**config.mk**
```make
export PLATFORM = sky130hd
export DESIGN_NAME = keypad_scan_ctrl_flat
export DESIGN_NICKNAME = d
export VERILOG_FILES = /design/src/rtl/keypad_scan_ctrl_if.sv /design/src/rtl/keypad_scan_ctrl.sv /design/src/flat_wrapper.sv
export SDC_FILE = /design/constraint.sdc
export NUM_CORES = 1
export LEC_CHECK = 0
export CAP_MARGIN = 20
export CORE_AREA = 2 2 93 95
export DETAILED_ROUTE_END_ITERATION = 8
export DIE_AREA = 0 0 95 97
export PLACE_DENSITY = 0.69
export SYNTH_ARGS = -nofsm -noshare
export SYNTH_HDL_FRONTEND = slang
export SYNTH_SLANG_ARGS = --single-unit
```
**constraint.sdc**
```tcl
create_clock -name f4m -period 5.3 [get_ports f4m]
set_input_delay 1.06 -clock f4m [delete_from_list [all_inputs] [get_ports f4m]]
set_output_delay 1.06 -clock f4m [all_outputs]
set_load 0.02 [all_outputs]
```
**src/rtl/keypad_scan_ctrl_if.sv**
```systemverilog
// keypad_scan_ctrl_if: keypad matrix lines plus the key valid/ack handshake
// and status pulses of the keypad scanner.
// master = scanner side (drives column strobes and key outputs),
// slave  = keypad/consumer side (drives row returns and acknowledge).
interface keypad_scan_ctrl_if #(
    parameter int COLS   = 4,
    parameter int ROWS   = 3,
    parameter int CODE_W = $clog2(ROWS*COLS)
);
    logic [ROWS-1:0]   row_n;
    logic              key_ack;
    logic [COLS-1:0]   col_n;
    logic [CODE_W-1:0] key_code;
    logic              key_valid;
    logic              key_held;
    logic              long_press;
    logic              overrun;

    modport master (
        input  row_n, key_ack,
        output col_n, key_code, key_valid, key_held, long_press, overrun
    );

    modport slave (
        output row_n, key_ack,
        input  col_n, key_code, key_valid, key_held, long_press, overrun
    );
endinterface

```
**src/rtl/keypad_scan_ctrl.sv**
```systemverilog
// keypad_scan_ctrl: matrix keypad scanner with frame-based debounce,
// multi-key rejection, valid/ack key delivery, held status and long press.
// Optional feature macro: KEYPAD_REPEAT_EN -- auto-repeat after long press.
// HOLD_W must be at least 3.
module keypad_scan_ctrl #(
    parameter int COLS   = 4,
    parameter int ROWS   = 3,
    parameter int SCAN_W = 15,
    parameter int DEB_N  = 3,
    parameter int HOLD_W = 18,
    parameter int CODE_W = $clog2(ROWS*COLS)
) (
    input  logic               f4m,
    input  logic               rst,
    keypad_scan_ctrl_if.master kp
);
    localparam int              NKEY     = ROWS * COLS;
    localparam int              CIW      = $clog2(COLS);
    localparam logic [CIW-1:0]  LAST_COL = CIW'(COLS - 1);
    localparam logic [3:0]      DEB_LIM  = 4'(DEB_N);
    localparam logic [HOLD_W-1:0] HC_PRE = {{(HOLD_W-1){1'b1}}, 1'b0};

    typedef enum logic [1:0] {S_IDLE, S_DEB, S_PRESSED, S_REL} state_t;

    logic [SCAN_W-1:0] dwell;
    logic [CIW-1:0]    col_idx;
    logic              sample, frame_end;
    logic [NKEY-1:0]   img, img_now;
    logic [1:0]        hits;
    logic [CODE_W-1:0] cand_code, cand_q, cand_d;
    logic              cand_one, match;
    state_t            state, state_d;
    logic [3:0]        cnt, cnt_d;
    logic              press, tick, emit, held;
    logic [HOLD_W-1:0] hc;
    logic [CODE_W-1:0] key_code_q;
    logic              key_valid_q, long_press_q, overrun_q;

    assign sample    = &dwell;
    assign frame_end = sample && (col_idx == LAST_COL);
    assign kp.col_n  = ~(COLS'(1) << col_idx);

    // Free-running scan counter: dwell per column, column wraps at COLS-1.
    always_ff @(posedge f4m or posedge rst) begin
        if (rst) begin
            dwell   <= '0;
            col_idx <= '0;
        end else begin
            dwell <= dwell + 1'b1;
            if (sample)
                col_idx <= (col_idx == LAST_COL) ? '0 : col_idx + 1'b1;
        end
    end

    // Capture the active column's rows on the last dwell clock.
    always_ff @(posedge f4m or posedge rst) begin
        if (rst) begin
            img <= '0;
        end else if (sample) begin
            for (int r = 0; r < ROWS; r++)
                img[r*COLS + int'(col_idx)] <= ~kp.row_n[r];
        end
    end

    // Full frame as seen at frame end (last column taken live) and its
    // single-key candidate; zero or several pressed keys give no candidate.
    always_comb begin
        img_now = img;
        for (int r = 0; r < ROWS; r++)
            img_now[r*COLS + COLS - 1] = ~kp.row_n[r];
        hits      = 2'd0;
        cand_code = '0;
        for (int i = 0; i < NKEY; i++) begin
            if (img_now[i]) begin
                cand_code = CODE_W'(i);
                if (hits != 2'd2) hits = hits + 2'd1;
            end
        end
    end

    assign cand_one = (hits == 2'd1);
    assign match    = cand_one && (cand_code == cand_q);

    // Debounce state, counter and latched candidate.
    always_ff @(posedge f4m or posedge rst) begin
        if (rst) begin
            state  <= S_IDLE;
            cnt    <= '0;
            cand_q <= '0;
        end else begin
            state  <= state_d;
            cnt    <= cnt_d;
            cand_q <= cand_d;
        end
    end

    // Debounce transitions, evaluated only at frame end.
    always_comb begin
        state_d = state;
        cnt_d   = cnt;
        cand_d  = cand_q;
        press   = 1'b0;
        if (frame_end) begin
            case (state)
                S_IDLE: if (cand_one) begin
                    cand_d = cand_code;
                    cnt_d  = 4'd1;
                    if (DEB_N == 1) begin
                        state_d = S_PRESSED;
                        press   = 1'b1;
                    end else begin
                        state_d = S_DEB;
                    end
                end
                S_DEB: if (match) begin
                    cnt_d = cnt + 4'd1;
                    if (cnt + 4'd1 == DEB_LIM) begin
                        state_d = S_PRESSED;
                        press   = 1'b1;
                    end
                end else begin
                    state_d = S_IDLE;
                end
                S_PRESSED: if (!match) begin
                    cnt_d   = 4'd1;
                    state_d = (DEB_N == 1) ? S_IDLE : S_REL;
                end
                S_REL: if (match) begin
                    state_d = S_PRESSED;
                end else begin
                    cnt_d = cnt + 4'd1;
                    if (cnt + 4'd1 == DEB_LIM) state_d = S_IDLE;
                end
                default: state_d = S_IDLE;
            endcase
        end
    end

    assign held = (state == S_PRESSED) || (state == S_REL);

    // Hold counter saturates; long press marks the clock it reaches all-ones.
    always_ff @(posedge f4m or posedge rst) begin
        if (rst) begin
            hc           <= '0;
            long_press_q <= 1'b0;
        end else begin
            long_press_q <= held && (hc == HC_PRE);
            if (!held)     hc <= '0;
            else if (!(&hc)) hc <= hc + 1'b1;
        end
    end

`ifdef KEYPAD_REPEAT_EN
    logic [HOLD_W-3:0] rt;

    // Repeat timer runs only after long press while the key stays down.
    always_ff @(posedge f4m or posedge rst) begin
        if (rst)                rt <= '0;
        else if (held && (&hc)) rt <= rt + 1'b1;
        else                    rt <= '0;
    end

    assign tick = held && (&hc) && (&rt);
`else
    assign tick = 1'b0;
`endif

    assign emit = press || tick;

    // Key handshake: a new key loads only into an empty slot, otherwise it
    // is reported as overrun; a new key outranks an ack in the same clock.
    always_ff @(posedge f4m or posedge rst) begin
        if (rst) begin
            key_code_q  <= '0;
            key_valid_q <= 1'b0;
            overrun_q   <= 1'b0;
        end else begin
            overrun_q <= 1'b0;
            if (emit) begin
                if (!key_valid_q) begin
                    key_valid_q <= 1'b1;
                    key_code_q  <= cand_d;
                end else begin
                    overrun_q <= 1'b1;
                end
            end else if (kp.key_ack) begin
                key_valid_q <= 1'b0;
            end
        end
    end

    assign kp.key_code   = key_code_q;
    assign kp.key_valid  = key_valid_q;
    assign kp.key_held   = held;
    assign kp.long_press = long_press_q;
    assign kp.overrun    = overrun_q;
endmodule

```
**src/flat_wrapper.sv**
```systemverilog
// flat-port wrapper written by rule: the top's interface ports become plain ports
module keypad_scan_ctrl_flat 
#(
    parameter int COLS   = 4,
    parameter int ROWS   = 3,
    parameter int SCAN_W = 15,
    parameter int DEB_N  = 3,
    parameter int HOLD_W = 18,
    parameter int CODE_W = $clog2(ROWS*COLS)
)
  (f4m, rst, kp_row_n, kp_key_ack, kp_col_n, kp_key_code, kp_key_valid, kp_key_held, kp_long_press, kp_overrun);
  keypad_scan_ctrl_if #(.COLS(COLS), .ROWS(ROWS), .CODE_W(CODE_W)) kp_i ();
  input  logic f4m;
  input  logic rst;
  input wire logic [$bits(kp_i.row_n)-1:0] kp_row_n;
  input wire logic [$bits(kp_i.key_ack)-1:0] kp_key_ack;
  output wire logic [$bits(kp_i.col_n)-1:0] kp_col_n;
  output wire logic [$bits(kp_i.key_code)-1:0] kp_key_code;
  output wire logic [$bits(kp_i.key_valid)-1:0] kp_key_valid;
  output wire logic [$bits(kp_i.key_held)-1:0] kp_key_held;
  output wire logic [$bits(kp_i.long_press)-1:0] kp_long_press;
  output wire logic [$bits(kp_i.overrun)-1:0] kp_overrun;
  assign kp_i.row_n = kp_row_n;
  assign kp_i.key_ack = kp_key_ack;
  assign kp_col_n = kp_i.col_n;
  assign kp_key_code = kp_i.key_code;
  assign kp_key_valid = kp_i.key_valid;
  assign kp_key_held = kp_i.key_held;
  assign kp_long_press = kp_i.long_press;
  assign kp_overrun = kp_i.overrun;
  keypad_scan_ctrl #(.COLS(COLS), .ROWS(ROWS), .SCAN_W(SCAN_W), .DEB_N(DEB_N), .HOLD_W(HOLD_W), .CODE_W(CODE_W)) u_core (.f4m(f4m), .rst(rst), .kp(kp_i));
endmodule
```
After elaboration in Yosys (flattened, before gate mapping):

Cells that the tools add are included.

* register bits: 64
* bits of input ports: 6

* add/subtract/negate cells: 17
* magnitude comparators: 6
* eq/ne operators: 26
* shift operators: 1
* mux-type cells: 69
* bitwise operators: 5
* reduce and logical (&&, ||, !) cells: 14

Operators by type and width (number)
* $ge 32x1->1 const B: 2
* $lt 32x6->1 const B: 2
* $mux 2: 31
* $mux 4: 11
* $bwmux 12: 3
* $mux 18: 2
* $ne 2x2->1 const B: 13
* $add 2x1->2 const B: 11
* $add 18x1->18 const B: 1
* $eq 18x18->1 const B: 1
* $reduce_and 18->1: 1
* $pmux 4 s4: 1
* $add 15x1->15 const B: 1
* $reduce_and 15->1: 1
* $mux 1: 13
* $mux 3: 4
* $reduce_and 5->1: 2
* $demux 1 s4: 2
* $pmux 2 s4: 1
* $eq 2x2->1 const B: 3
* $logic_and 1x1->1: 6
* $add 4x2->5 const A: 1
* $lt 2x5->1 const B: 1
* $add 3x2->4 const A: 1
* other kinds (18): 23

Logic depth before layout (Yosys ltp):

Gate-level depths: netlist of run 1.

* word-level depth: 40
* mapped depth: 25
* depth with buffers taken out: 23

Worst setup path before layout of run 1:

Ideal clock, no wire load.

* path kind: input-to-reg
* start point: input kp_row_n[0]
* end point: register u_core.key_code_q[0] (netlist: u_core.kp.key_code[0])
* arrival: 5.323 ns
* data required time: 5.175 ns
* slack: -0.148 ns
* stages on the path: 22
* buffers on the path: 1
* cell sequence: and3_1 -> o31ai_1 -> xor2_2 -> or3_1 -> a21oi_1 -> nor4_4 -> a32oi_1 -> and2_4 -> nand2_1 -> o21ai_0 -> and2_1 -> a21oi_1 -> a21oi_1 -> a21oi_1 -> ha_1 -> nand2b_1 -> nor2_1 -> a31oi_1 -> or4_1 -> buf_2 -> mux2_4 -> mux2_2

RTL lines
* from (decl): line flat_wrapper.sv:15 `input wire logic [$bits(kp_i.row_n)-1:0] kp_row_n;`
* $mux 2: line keypad_scan_ctrl.sv:74 `if (img_now[i]) begin`
* $add 2x1->2 or $ne 2x2->1 (tied branches): line keypad_scan_ctrl.sv:76 `if (hits != 2'd2) hits = hits + 2'd1;`
* $mux 2: line keypad_scan_ctrl.sv:76
* $mux 2: line keypad_scan_ctrl.sv:74
* $add 2x1->2 or $ne 2x2->1 (tied branches): line keypad_scan_ctrl.sv:76
* $mux 2: line keypad_scan_ctrl.sv:76
* $mux 2: line keypad_scan_ctrl.sv:74
* $add 2x1->2 or $ne 2x2->1 (tied branches): line keypad_scan_ctrl.sv:76
* (+14 left out)
* $add 2x1->2 or $ne 2x2->1 (tied branches): line keypad_scan_ctrl.sv:76
* $mux 2: line keypad_scan_ctrl.sv:76
* $mux 2: line keypad_scan_ctrl.sv:74
* $eq 2x1->1: line keypad_scan_ctrl.sv:81 `assign cand_one = (hits == 2'd1);`
* $mux 4 (*): line keypad_scan_ctrl.sv:105 `S_IDLE: if (cand_one) begin`
* $mux 4 (*): line keypad_scan_ctrl.sv:104 `case (state)`
* $mux 4 (*): line keypad_scan_ctrl.sv:103 `if (frame_end) begin`
* via u_core.cand_d[0]: line keypad_scan_ctrl.sv:30 `logic [CODE_W-1:0] cand_code, cand_q, cand_d;`
* to (signal assigned): line keypad_scan_ctrl.sv:182 `key_code_q <= cand_d;`
* to (decl): line keypad_scan_ctrl.sv:36 `logic [CODE_W-1:0] key_code_q;`

The timed path passes the listed nets; every way through them passes the cells marked *.
A chain may end at the register's enable or synchronous reset.

Worst setup path in the final report of run 1:

* start point: input kp_row_n[0]
* end point: register u_core.key_code_q[3] (netlist: u_core.kp.key_code[3])

RTL lines (line)
* $mux 2 (*): keypad_scan_ctrl.sv:74
* $add 2x1->2 or $ne 2x2->1 (tied branches): keypad_scan_ctrl.sv:76
* $mux 2: keypad_scan_ctrl.sv:76
* $mux 2 (*): keypad_scan_ctrl.sv:74
* $add 2x1->2 or $ne 2x2->1 (tied branches): keypad_scan_ctrl.sv:76
* $mux 2: keypad_scan_ctrl.sv:76
* $mux 2 (*): keypad_scan_ctrl.sv:74
* $add 2x1->2 or $ne 2x2->1 (tied branches): keypad_scan_ctrl.sv:76
* (+14 left out)
* $add 2x1->2 or $ne 2x2->1 (tied branches): keypad_scan_ctrl.sv:76
* $mux 2: keypad_scan_ctrl.sv:76
* $mux 2 (*): keypad_scan_ctrl.sv:74
* $eq 2x1->1 (*): keypad_scan_ctrl.sv:81
* $mux 4 (*): keypad_scan_ctrl.sv:105
* $mux 4 (*): keypad_scan_ctrl.sv:104
* $mux 4 (*): keypad_scan_ctrl.sv:103
* via u_core.cand_d[3]: keypad_scan_ctrl.sv:30

Marked as above.

==> metrics.csv, run 1 <==
stage,metric,value,unit
sta,final.setup.worst_slack,-0.1174,ns
sta,clock.fmax,184.6,MHz
sta,fin_crit,5.417,ns
place,post-dp-hpwl,6209,um
power_and_ir_drop,seqPwrFrac,0.493,
routing,dr.pass1.iters,5,
logic_synthesis,yosysMostFrequentCell,dfrtp_1,
place,gp_congestion,0.8845,
die,initial_core_util,0.4944,
die,core_area,0.008134,mm2
sta,rsz0062_at_grt,yes,
place,place_ws,-0.9088,ns
power_and_ir_drop,clock_power_share,0.459,
routing,ant_nets,0,
power_and_ir_drop,powerDensity,182.7,mW/mm2
grt,grt_pass1_wl,15340,um
routing,vias,3450,
power_and_ir_drop,irDropWorstVdd,0.1936,mV
finish,drive_above_1_share,0.2677,
setup_path,critPathTopFamily,simple AND/OR/NAND/NOR gates,
routing,drc_errors,0,
finish,regArea,0.001526,mm2
logic_synthesis,synthTopCellsByArea,"dfrtp_1 38%, ha_1 4.4%, nor2_1 4.1%",
place,port_buffers,17,
setup_path,path_class,in2reg,
finish,nFillCells,640,
die,die-width,95,um
setup_path,critPathCaptureType,flop,
die,die_area,0.009215,mm2
finish,antennaDiodeCount,0,
finish,final_nets,523,
die,dieHeight,97,um
finish,final_util,0.6356,
power_and_ir_drop,p_leak,2.294,nW
logic_synthesis,synthesis.area,0.004021,mm2
die,rows,33,
status,status,"finished, violations left",
logic_synthesis,yosysUniqueCellTypes,74,
logic_synthesis,syn_inst,446,
min_path,hold_path_class,reg2reg,
setup_path,cp_slowest_cell,or4_4,
sta,drv_slew,0,
power_and_ir_drop,p_switching,0.0001965,W
sta,slew_headroom,0.5558,
setup_path,path_max_fanout,8,
sta,setup_viol_count_final,4,
logic_synthesis,synth_seq_area_share,0.3796,
place,placed_cell_area,0.004564,mm2
setup_path,critPathBufInv,2,
power_and_ir_drop,p_int,0.0007479,W
sta,hold_viol,0,
flow_run,drv_cap,0,
grt,grt_pass1_vias,3427,
finish,multi_input_area,0.002688,mm2
status,violations,setup timing,
power_and_ir_drop,p_total,0.0009444,W
grt,grtUsageTotal,0.2039,
sta,tightest_slew,0.6664,ns
clocking,ctsLongestPathBuffers,2,
logic_synthesis,yosys_most_used_dff,dfrtp_1,
logic_synthesis,yosys_warnings,0,
power_and_ir_drop,pwr-share-comb,0.048,
logic_synthesis,postSynthAreaPerCell,9.016,um2
clocking,clock-root-buffer,clkbuf_8,
routing,totalWireLength,8966,um
clocking,cts_tree,built,
routing,initialDrtViolationCount,230,
setup_path,cp_common_cell,a21oi_2,
logic_synthesis,yosysTopAreaCell,dfrtp_1,
clocking,h-tree-depth,3,
setup_path,worstSetupStartpointType,input pin,
clocking,cts_sinks,61,
clocking,clkTransAtPathRegs,0.07,ns
logic_synthesis,ys_seq_elements,61,
routing,viasPerCell,5.628,
routing,post_drt_wl_per_cell,14.63,um
setup_path,slowest_delay,0.59,ns
grt,grt_overflow,0,
grt,grt_start_max_net_pins,54,
logic_synthesis,synthTopCellsByCount,"61 x dfrtp_1, 44 x nor2_1, 37 x nand2_1, 29 x nand3_1, 25 x o21ai_0",
setup_path,crit_arrival,5.63,ns
logic_synthesis,async_flop_share,1.000,
setup_path,critical_path_required,5.51,ns
finish,area_growth,28.56,%
logic_synthesis,syn-num-nets,466,
logic_synthesis,synth_top_area_frac,0.3796,
logic_synthesis,synth_edf_count,0,
power_and_ir_drop,switching_share,0.2081,
sta,finalClockSkew,0.007424,ns
setup_path,crit_chain,buf_6 -> buf_6 -> or4_4 -> o211a_4 -> o221a_4 -> or4_1 -> o211ai_1 -> o32a_4 -> and2_4 -> nand2_2 -> o21ai_2 -> and2_4 -> a21oi_2 -> a21oi_2 -> a21oi_2 -> ha_1 -> nand2b_4 -> nor2_4 -> a31oi_4 -> or4_4 -> mux2_4 -> mux2_4,
die,io_pins,18,
clocking,cts_made_buffers,9,
clocking,clk_latency,0.33,ns
sta,fin_crit_sh,1.022,
finish,fin_area,0.005170,mm2
grt,antenna_found_initial,0,
## sequential cells by signal (all words and copies together), names as in the netlist, named ones only
signal,count
u_core.dwell,15
u_core.img,9
u_core.cand_q,4
u_core.col_idx,2
u_core.kp.key_valid,1
u_core.kp.key_code,4
u_core.cnt,4
u_core.kp.long_press,1
u_core.hc,18
u_core.kp.overrun,1
u_core.state,1
## layout make-up
type	instances	area share
multi-input cells	343	0.5198
well taps	105	0.02541
flip-flops and latches	61	0.2953
repair buffers	62	0.1007
inverters	26	0.01888
clock inverters	5	0.01452
clock buffers	11	0.02541
## worst paths after layout
check	endpoint	slack, ns	start	cells after the start
worst max-delay path	u_core.kp.key_code[3]	-0.12	kp_row_n[0]	22
worst min-delay path	u_core.dwell[10]	0.48	u_core.dwell[10]	1
worst max register to register	u_core.kp.key_code[3]	-0.04	u_core.img[0]	25
worst min register to register	u_core.dwell[10]	0.48	u_core.dwell[10]	1
max in group asynchronous	u_core.hc[4]	3.45	rst	3
min in group asynchronous	u_core.dwell[8]	0.95	rst	2
## metrics by stage
stage | instances | setup TNS, ns | hold slack [ns]
after floorplan | 446 | -0.1263 | 0.4376
after global placement | 584 | -9.020 | 0.4553
after global routing | 613 | -1.157 | 0.4981
after detailed placement | 584 | -10.25 | 0.4656
after CTS | 606 | 0 | 0.4791
final | 613 | -0.4331 | 0.4761
## logic make-up (layout without fill, tap and decap cells)
family | count (synthesis) | count (layout) | share of synthesized area
fa+ha+maj | 14 | 14 | 0.04356
buf+inv | 42 | 104 | 0.04200
mux | 9 | 9 | 0.02862
simple gates | 182 | 182 | 0.2340
flops | 61 | 61 | 0.3796
compound gates | 99 | 99 | 0.1798
xor+xnor | 39 | 39 | 0.09241
## cells in the final DEF (no fill, tap or decap), types with 8 or more instances in the layout
cell              n
a21oi_1          12
and3_1           10
buf_4            42
clkbuf_8          9
clkdlybuf4s50_1  16
dfrtp_1          61
ha_1             13
inv_1            23
mux2_4            8
nand2_1          36
nand3_1          28
nor2_1           40
nor3_1           13
o21ai_0          22
xnor2_1          17
xor2_1           16
## timing repair
| action | CTS | global route |
|---|---|---|
| setup endpoints to repair | 15 | 15 |
| setup buffers | 6 | 8 |
| hold buffers | 0 | 0 |
| resized for setup | 29 | 37 |
| pin swaps | 27 | 35 |
## worst reg2reg max path, cell delays in order (launching register included)
cell	delay [ns]
dfrtp_1	0.38
inv_1	0.12
ha_4	0.25
and3b_1	0.21
buf_4	0.14
o31ai_4	0.29
buf_4	0.16
xnor2_1	0.05
buf_4	0.15
or4_1	0.53
o211ai_1	0.16
o32a_4	0.25
and2_4	0.17
nand2_2	0.07
o21ai_2	0.11
and2_4	0.17
a21oi_2	0.03
a21oi_2	0.14
a21oi_2	0.07
ha_1	0.28
nand2b_4	0.15
nor2_4	0.12
a31oi_4	0.05
or4_4	0.59
mux2_4	0.33
mux2_4	0.26
## power groups by stage
| stage | Clock (W) | Combinational, W | Sequential, W |
|---|---|---|---|
| finish | 0.000434 | 0.0000452 | 0.000466 |
| global route | 0.000464 | 0.0000499 | 0.000465 |
| CTS | 0.000445 | 0.0000414 | 0.000465 |
| detailed placement | 0 | 0.0000396 | 0.000474 |
| global placement | 0 | 0.0000390 | 0.000474 |
| floorplan | 0 | 0.0000238 | 0.000474 |
## layer usage
layer | vias to the layer above | track usage | wire length (um)
met4 | 0 | 0.05017 | 143
met2 | 42 | 0.3333 | 4471
met1 | 1687 | 0.2738 | 4105
li1 | 1708 | - | -
met5 | - | 0 | 0
met3 | 13 | 0.04517 | 245
Power figures use the tool's default switching activity.
==> run 2: changes to the inputs <==
--- a/config.mk
+++ b/config.mk
@@ -9,6 +9,7 @@
 export CORE_AREA = 2 2 93 95
 export DETAILED_ROUTE_END_ITERATION = 8
 export DIE_AREA = 0 0 95 97
+export HOLD_SLACK_MARGIN = 0.1
 export PLACE_DENSITY = 0.69
 export SYNTH_ARGS = -nofsm -noshare
 export SYNTH_HDL_FRONTEND = slang
==> constraint.sdc (replaced) <==
create_clock -name f4m -period 5.3 [get_ports f4m]
set_input_delay 0.53 -clock f4m [delete_from_list [all_inputs] [get_ports f4m]]
set_output_delay 0.53 -clock f4m [all_outputs]
set_load 0.02 [all_outputs]
==> run 2 against run 1 <==
Critical endpoint is now u_core.kp.key_code[0]; final area down 0.31%; via count down 0.23%; clock power up 3%; largest cell class unchanged; largest power group unchanged; routed wire length up 2.3%; sequential power about the same; critical path depth unchanged; the run now ends clean; highest routed layer unchanged; global-route usage up 0.10 points; register-to-register slack better by 0.10 ns.
==> metrics.csv, run 2 (synthesis results as in run 1) <==
stage,metric,value,unit,change
status,status,"finished, final reports clean",,"was finished, violations left"
place,post-dp-hpwl,6248,um,was 6209 um
place,placed_cell_area,0.004552,mm2,was 0.004564 mm2
setup_path,critical_path_required,5.53,ns,was 5.51 ns
place,port_buffers,17,,unchanged
die,core_area,0.008134,mm2,unchanged
grt,grtUsageTotal,0.2049,,was 0.2039
die,dieHeight,97,um,unchanged
finish,largest_reg_flops,18,,unchanged
clocking,ctsLongestPathBuffers,2,,unchanged
power_and_ir_drop,pwr-share-comb,0.048,,about the same
routing,highest_layer,met4,,unchanged
sta,setup_viol_count_final,0,,was 4
sta,whs,0.4716,ns,was 0.4761 ns
grt,antenna_found_initial,0,,unchanged
grt,grt_overflow,0,,unchanged
sta,clock.fmax,190.8,MHz,was 184.6 MHz
die,initial_core_util,0.4944,,unchanged
sta,slew_headroom,0.5038,,was 0.5558
die,die_area,0.009215,mm2,unchanged
power_and_ir_drop,seqPwrFrac,0.485,,was 0.493
routing,dr.pass1.iters,4,,was 5
clocking,clock-root-buffer,clkbuf_8,,unchanged
sta,rsz0062_at_grt,yes,,unchanged
die,die-width,95,um,unchanged
finish,top_regs,"u_core.hc (18), u_core.dwell (15), u_core.img (9)",,unchanged
power_and_ir_drop,p_switching,0.0002121,W,was 0.0001965 W
power_and_ir_drop,p_leak,2.270,nW,was 2.294 nW
min_path,hold_path_class,reg2reg,,unchanged
die,rows,33,,unchanged
power_and_ir_drop,clock_power_share,0.467,,was 0.459
setup_path,ff2ff_setup_slack,0.06,ns,was -0.04 ns
finish,final_util,0.6336,,was 0.6356
finish,layout_commonest_cell,dfrtp_1,,unchanged
routing,wl_met3,246,um,was 245 um
power_and_ir_drop,p_total,0.0009593,W,was 0.0009444 W
finish,fin_cells,615,,was 613
setup_path,path_max_fanout,6,,was 8
clocking,h-tree-depth,3,,unchanged
clocking,clkTransAtPathRegs,0.07,ns,about the same
clocking,cts_sinks,61,,unchanged
place,gp_congestion,0.9046,,was 0.8845
finish,final_nets,525,,was 523
sta,hold_viol,0,,unchanged
power_and_ir_drop,irDropWorstVdd,0.1708,mV,was 0.1936 mV
routing,drc_errors,0,,unchanged
sta,tightest_slew,0.7443,ns,was 0.6664 ns
clocking,cts_made_buffers,9,,unchanged
setup_path,crit_arrival,5.47,ns,was 5.63 ns
routing,post_drt_wl_per_cell,14.92,um,was 14.63 um
grt,grt_start_max_net_pins,62,,was 54
finish,fin_area,0.005154,mm2,was 0.005170 mm2
setup_path,worstSetupStartpointType,flop,,was input pin
finish,drive_above_1_share,0.2627,,was 0.2677
clocking,ctsHoldBuffers,0,,unchanged
place,dp_cells,592,,was 584
grt,grt_pass1_wl,15260,um,was 15340 um
power_and_ir_drop,switching_share,0.2211,,was 0.2081
finish,regMostFlops,u_core.hc,,unchanged
clocking,clk_latency,0.34,ns,was 0.33 ns
clocking,cts_tree,built,,unchanged
power_and_ir_drop,powerDensity,186.1,mW/mm2,was 182.7 mW/mm2
routing,vias,3442,,was 3450
finish,area_growth,28.16,%,was 28.56%
finish,layout_common_cells,"61 x dfrtp_1, 44 x buf_4, 41 x nor2_1",,"was 61 x dfrtp_1, 42 x buf_4, 40 x nor2_1"
sta,drv_slew,0,,unchanged
grt,grt_pass1_vias,3394,,was 3427
finish,antennaDiodeCount,0,,unchanged
routing,initialDrtViolationCount,170,,was 230
sta,finalClockSkew,0.01003,ns,was 0.007424 ns
flow_run,drv_cap,0,,unchanged
routing,met2WireLength,4583,um,was 4471 um
setup_path,path_class,reg2reg,,was in2reg
sta,fin_crit,5.240,ns,was 5.417 ns
die,io_pins,18,,unchanged
power_and_ir_drop,p_int,0.0007472,W,was 0.0007479 W
finish,nFillCells,658,,was 640
routing,ant_nets,0,,unchanged
routing,drt-met1-wl,4206,um,was 4105 um
setup_path,critPathCaptureType,flop,,unchanged
sta,fin_crit_sh,0.9887,,was 1.022
routing,viasPerCell,5.597,,was 5.628
routing,totalWireLength,9173,um,was 8966 um
run 2: path summary, 6_finish.rpt:
check | cells after the start | startpoint | end
setup / recovery | 22 | u_core.img[1] | u_core.kp.key_code[0]
hold / removal | 1 | u_core.dwell[12] | u_core.dwell[12]
setup reg to reg | 22 | u_core.img[1] | u_core.kp.key_code[0]
hold reg to reg | 1 | u_core.dwell[12] | u_core.dwell[12]
max in group asynchronous | 3 | rst | u_core.hc[11]
min in group asynchronous | 3 | rst | u_core.dwell[8]
run 2: routing by layer:
layer | track usage | vias up
met1 | 0.2662 | 1671
met2 | 0.3453 | 48
met5 | 0 | -
li1 | - | 1709
met4 | 0.07246 | 0
met3 | 0.02960 | 14
run 2: final cells by class:
type                            instances  area [um2]  area share
Multi-Input combinational cell        343        2651      0.5144
Tap cell                              105       131.4     0.02549
Clock buffer                            9       123.9     0.02404
Timing Repair Buffer                   64       533.0      0.1034
Inverter                               26       97.59     0.01894
Clock inverter                          7       90.09     0.01748
Sequential cell                        61        1526      0.2962
run 2: critical path: stages (launching register included):
cell	delay (ns)
dfrtp_1	0.40
inv_2	0.11
ha_4	0.23
or4_4	0.50
o211a_2	0.17
nand3_1	0.13
o221ai_1	0.13
buf_4	0.19
o2111ai_2	0.25
a22oi_1	0.13
buf_4	0.16
o32a_1	0.19
xor2_1	0.20
o311ai_2	0.24
nand3_1	0.18
xnor2_2	0.18
ha_1	0.30
nand2b_4	0.16
nor2_4	0.12
a31oi_4	0.06
or4_4	0.50
mux2_4	0.33
mux2_4	0.26
run 2: stage by stage:
step | setup TNS [ns] | setup WS (ns)
2_1_floorplan | 0 | 0.08684
3_3_place_gp | -2.543 | -0.3859
3_5_place_dp | -3.263 | -0.4447
4_1_cts | 0 | 0.008197
5_1_grt | -0.6999 | -0.1233
6_report | 0 | 0.06013
run 2: power groups by stage:
stage / Clock [W] / Sequential [W] / Combinational (W)
6_report: 0.000448 / 0.000465 / 0.0000458
5_1_grt: 0.000472 / 0.000465 / 0.0000502
4_1_cts: 0.000454 / 0.000465 / 0.0000369
3_5_place_dp: 0 / 0.000474 / 0.0000350
3_3_place_gp: 0 / 0.000474 / 0.0000350
2_1_floorplan: 0 / 0.000474 / 0.0000216
run 2: what timing repair did:
action                                  CTS  global route
buffers inserted                          3             6
gates resized for setup                  23            45
endpoints found under the setup margin    4            13
pin swaps                                14            42
==> run 3: changes to the inputs <==
--- a/config.mk
+++ b/config.mk
@@ -6,11 +6,10 @@
 export NUM_CORES = 1
 export LEC_CHECK = 0
 export CAP_MARGIN = 20
-export CORE_AREA = 2 2 93 95
+export CORE_AREA = 2 2 108 110
 export DETAILED_ROUTE_END_ITERATION = 8
-export DIE_AREA = 0 0 95 97
+export DIE_AREA = 0 0 110 112
 export HOLD_SLACK_MARGIN = 0.1
-export PLACE_DENSITY = 0.69
 export SYNTH_ARGS = -nofsm -noshare
 export SYNTH_HDL_FRONTEND = slang
 export SYNTH_SLANG_ARGS = --single-unit
==> run 3 against run 2 <==
Final cell count grew 8.9%; hold slack lost 0.0091 ns; register-to-register slack lost 0.08 ns; the flow now finishes with violations (setup timing); flip-flop and latch count is the same; setup slack lost 0.077 ns; power grew 23%; routed wire length grew 7.1%; non-clock buffer count grew 17; via count grew 3.2%; critical path type unchanged; critical path depth grew 1; highest routed layer unchanged; sequential share of layout area shrank 2.3 points.
==> metrics.csv, run 3 (synthesis results as in run 1) <==
stage,metric,value,unit,change
clocking,ctsHoldBuffers,0,,unchanged
flow_run,drv_cap,0,,unchanged
power_and_ir_drop,p_leak,2.471,nW,was 2.270 nW
routing,dr.pass1.iters,4,,unchanged
finish,layout_commonest_cell,dfrtp_1,,unchanged
finish,layout_common_cells,"61 x dfrtp_1, 52 x buf_4, 41 x nor2_1",,"was 61 x dfrtp_1, 44 x buf_4, 41 x nor2_1"
finish,fin_area,0.005587,mm2,was 0.005154 mm2
clocking,cts_made_buffers,9,,unchanged
routing,drt-met1-wl,4301,um,was 4206 um
finish,area_growth,38.92,%,was 28.16%
routing,highest_layer,met4,,unchanged
die,core_area,0.01117,mm2,was 0.008134 mm2
finish,final_nets,542,,was 525
finish,antennaDiodeCount,0,,unchanged
finish,top_regs,"u_core.hc (18), u_core.dwell (15), u_core.img (9)",,unchanged
setup_path,ff2ff_setup_slack,-0.02,ns,was 0.06 ns
power_and_ir_drop,p_switching,0.0002213,W,was 0.0002121 W
clocking,h-tree-depth,3,,unchanged
power_and_ir_drop,clock_power_share,0.564,,was 0.467
sta,finalClockSkew,0.003477,ns,was 0.01003 ns
routing,totalWireLength,9828,um,was 9173 um
die,dieHeight,112,um,was 97 um
finish,regMostFlops,u_core.hc,,unchanged
setup_path,crit_arrival,5.53,ns,was 5.47 ns
routing,met2WireLength,5003,um,was 4583 um
setup_path,worstSetupStartpointType,flop,,unchanged
grt,antenna_found_initial,0,,unchanged
clocking,clkTransAtPathRegs,0.05,ns,was 0.07 ns
setup_path,critPathCaptureType,flop,,unchanged
power_and_ir_drop,seqPwrFrac,0.395,,was 0.485
clocking,ctsLongestPathBuffers,2,,unchanged
setup_path,path_max_fanout,5,,was 6
grt,grt_overflow,0,,unchanged
die,rows,39,,was 33
power_and_ir_drop,powerDensity,211.3,mW/mm2,was 186.1 mW/mm2
setup_path,critical_path_required,5.51,ns,was 5.53 ns
sta,drv_slew,0,,unchanged
clocking,cts_tree,built,,unchanged
sta,rsz0062_at_grt,yes,,unchanged
sta,fin_tns_setup,-0.05573,ns,was 0 ns
status,status,"finished, violations left",,"was finished, final reports clean"
place,placed_cell_area,0.004659,mm2,was 0.004552 mm2
grt,grt_pass1_wl,16100,um,was 15260 um
clocking,clock-root-buffer,clkbuf_16,,was clkbuf_8
sta,setup_viol_count_final,4,,was 0
place,post-dp-hpwl,6494,um,was 6248 um
sta,whs,0.4625,ns,was 0.4716 ns
routing,initialDrtViolationCount,180,,was 170
die,die_area,0.01232,mm2,was 0.009215 mm2
routing,wl_met3,356,um,was 246 um
sta,final.setup.worst_slack,-0.01725,ns,was 0.06013 ns
sta,hold_viol,0,,unchanged
finish,largest_reg_flops,18,,unchanged
clocking,cts_sinks,61,,unchanged
grt,grtUsageTotal,0.1623,,was 0.2049
finish,final_util,0.4999,,was 0.6336
routing,drc_errors,0,,unchanged
routing,vias,3552,,was 3442
die,io_pins,18,,unchanged
place,gp_congestion,0.8420,,was 0.9046
die,die-width,110,um,was 95 um
power_and_ir_drop,pwr-share-comb,0.041,,was 0.048
place,port_buffers,17,,unchanged
power_and_ir_drop,irDropWorstVdd,0.2108,mV,was 0.1708 mV
power_and_ir_drop,p_total,0.001180,W,was 0.0009593 W
power_and_ir_drop,switching_share,0.1875,,was 0.2211
min_path,hold_path_class,reg2reg,,unchanged
routing,ant_nets,0,,unchanged
status,violations,setup timing,,
routing,post_drt_wl_per_cell,14.67,um,was 14.92 um
grt,grt_pass1_vias,3525,,was 3394
sta,tightest_slew,0.5838,ns,was 0.7443 ns
sta,clock.fmax,188.1,MHz,was 190.8 MHz
die,initial_core_util,0.3599,,was 0.4944
finish,nFillCells,1006,,was 658
sta,slew_headroom,0.6108,,was 0.5038
setup_path,path_class,reg2reg,,unchanged
sta,fin_crit_sh,1.003,,was 0.9887
sta,fin_crit,5.317,ns,was 5.240 ns
routing,viasPerCell,5.301,,was 5.597
clocking,clk_latency,0.33,ns,was 0.34 ns
finish,drive_above_1_share,0.3074,,was 0.2627
grt,grt_start_max_net_pins,38,,was 62
power_and_ir_drop,p_int,0.0009592,W,was 0.0007472 W
==> run 3: cell types whose count changed in the layout (fill, tap and decap cells not counted), moves of 3 or more <==
cell	delta
clkbuf_8	-8
buf_6	+8
o21ai_1	-3
buf_4	+8
clkbuf_16	+9
==> run 3: stage by stage <==
stage | worst slack, ns | std cells
5_1_grt | -0.1854 | 670
2_1_floorplan | 0.08684 | 446
4_1_cts | 0.02068 | 655
6_report | -0.01725 | 670
3_5_place_dp | -0.5403 | 638
3_3_place_gp | -0.4765 | 638
==> run 3: cell type report <==
type / count / area, um2 / share of cell area
Inverter: 26 / 97.59 / 0.01747
Tap cell: 143 / 178.9 / 0.03203
Multi-Input combinational cell: 343 / 2735 / 0.4896
Clock inverter: 4 / 95.09 / 0.01702
Timing Repair Buffer: 81 / 706.9 / 0.1265
Clock buffer: 12 / 246.5 / 0.04412
Sequential cell: 61 / 1526 / 0.2732
==> run 3: timing repair <==
action,4_1_cts,5_1_grt
cloned,0,0
pin swaps,5,42
setup buffers,1,17
resized for setup,14,74
endpoints found under the setup margin,6,15
==> run 3: worst paths after layout <==
check                                         to  cells past startpoint              from
max                        u_core.kp.key_code[3]                     23     u_core.img[1]
min                             u_core.dwell[12]                      1  u_core.dwell[12]
max reg2reg                u_core.kp.key_code[3]                     23     u_core.img[1]
min reg2reg                     u_core.dwell[12]                      1  u_core.dwell[12]
max in group asynchronous  u_core.kp.key_code[0]                      3               rst
min in group asynchronous          u_core.cnt[2]                      2               rst
==> run 3: power groups by stage <==
stage	combinational (W)	sequential, W	clock, W
6_report	0.0000486	0.000466	0.000665
5_1_grt	0.0000536	0.000466	0.000699
4_1_cts	0.0000380	0.000466	0.000677
3_5_place_dp	0.0000360	0.000474	0
3_3_place_gp	0.0000361	0.000474	0
2_1_floorplan	0.0000216	0.000474	0
==> run 3: worst max-delay path: stages, from the launching register on <==
cell       delay, ns
dfrtp_1         0.39
buf_6           0.14
ha_4            0.16
or4_4           0.52
o211ai_1        0.19
a2111oi_4       0.10
or2_4           0.29
or4_4           0.48
o211ai_1        0.16
o32a_4          0.24
and2_4          0.18
nand2_4         0.06
o21ai_4         0.10
and2_4          0.17
a21oi_2         0.03
a21oi_1         0.13
a21oi_1         0.08
ha_1            0.28
nand2b_4        0.15
nor2_4          0.12
a31oi_4         0.05
or4_4           0.56
mux2_4          0.33
mux2_4          0.26
==> run 3: metal layers <==
metal,global-route usage,up-vias
met5,0,-
met3,0.03103,13
met1,0.2095,1746
met2,0.2654,45
li1,-,1748
met4,0.06414,0
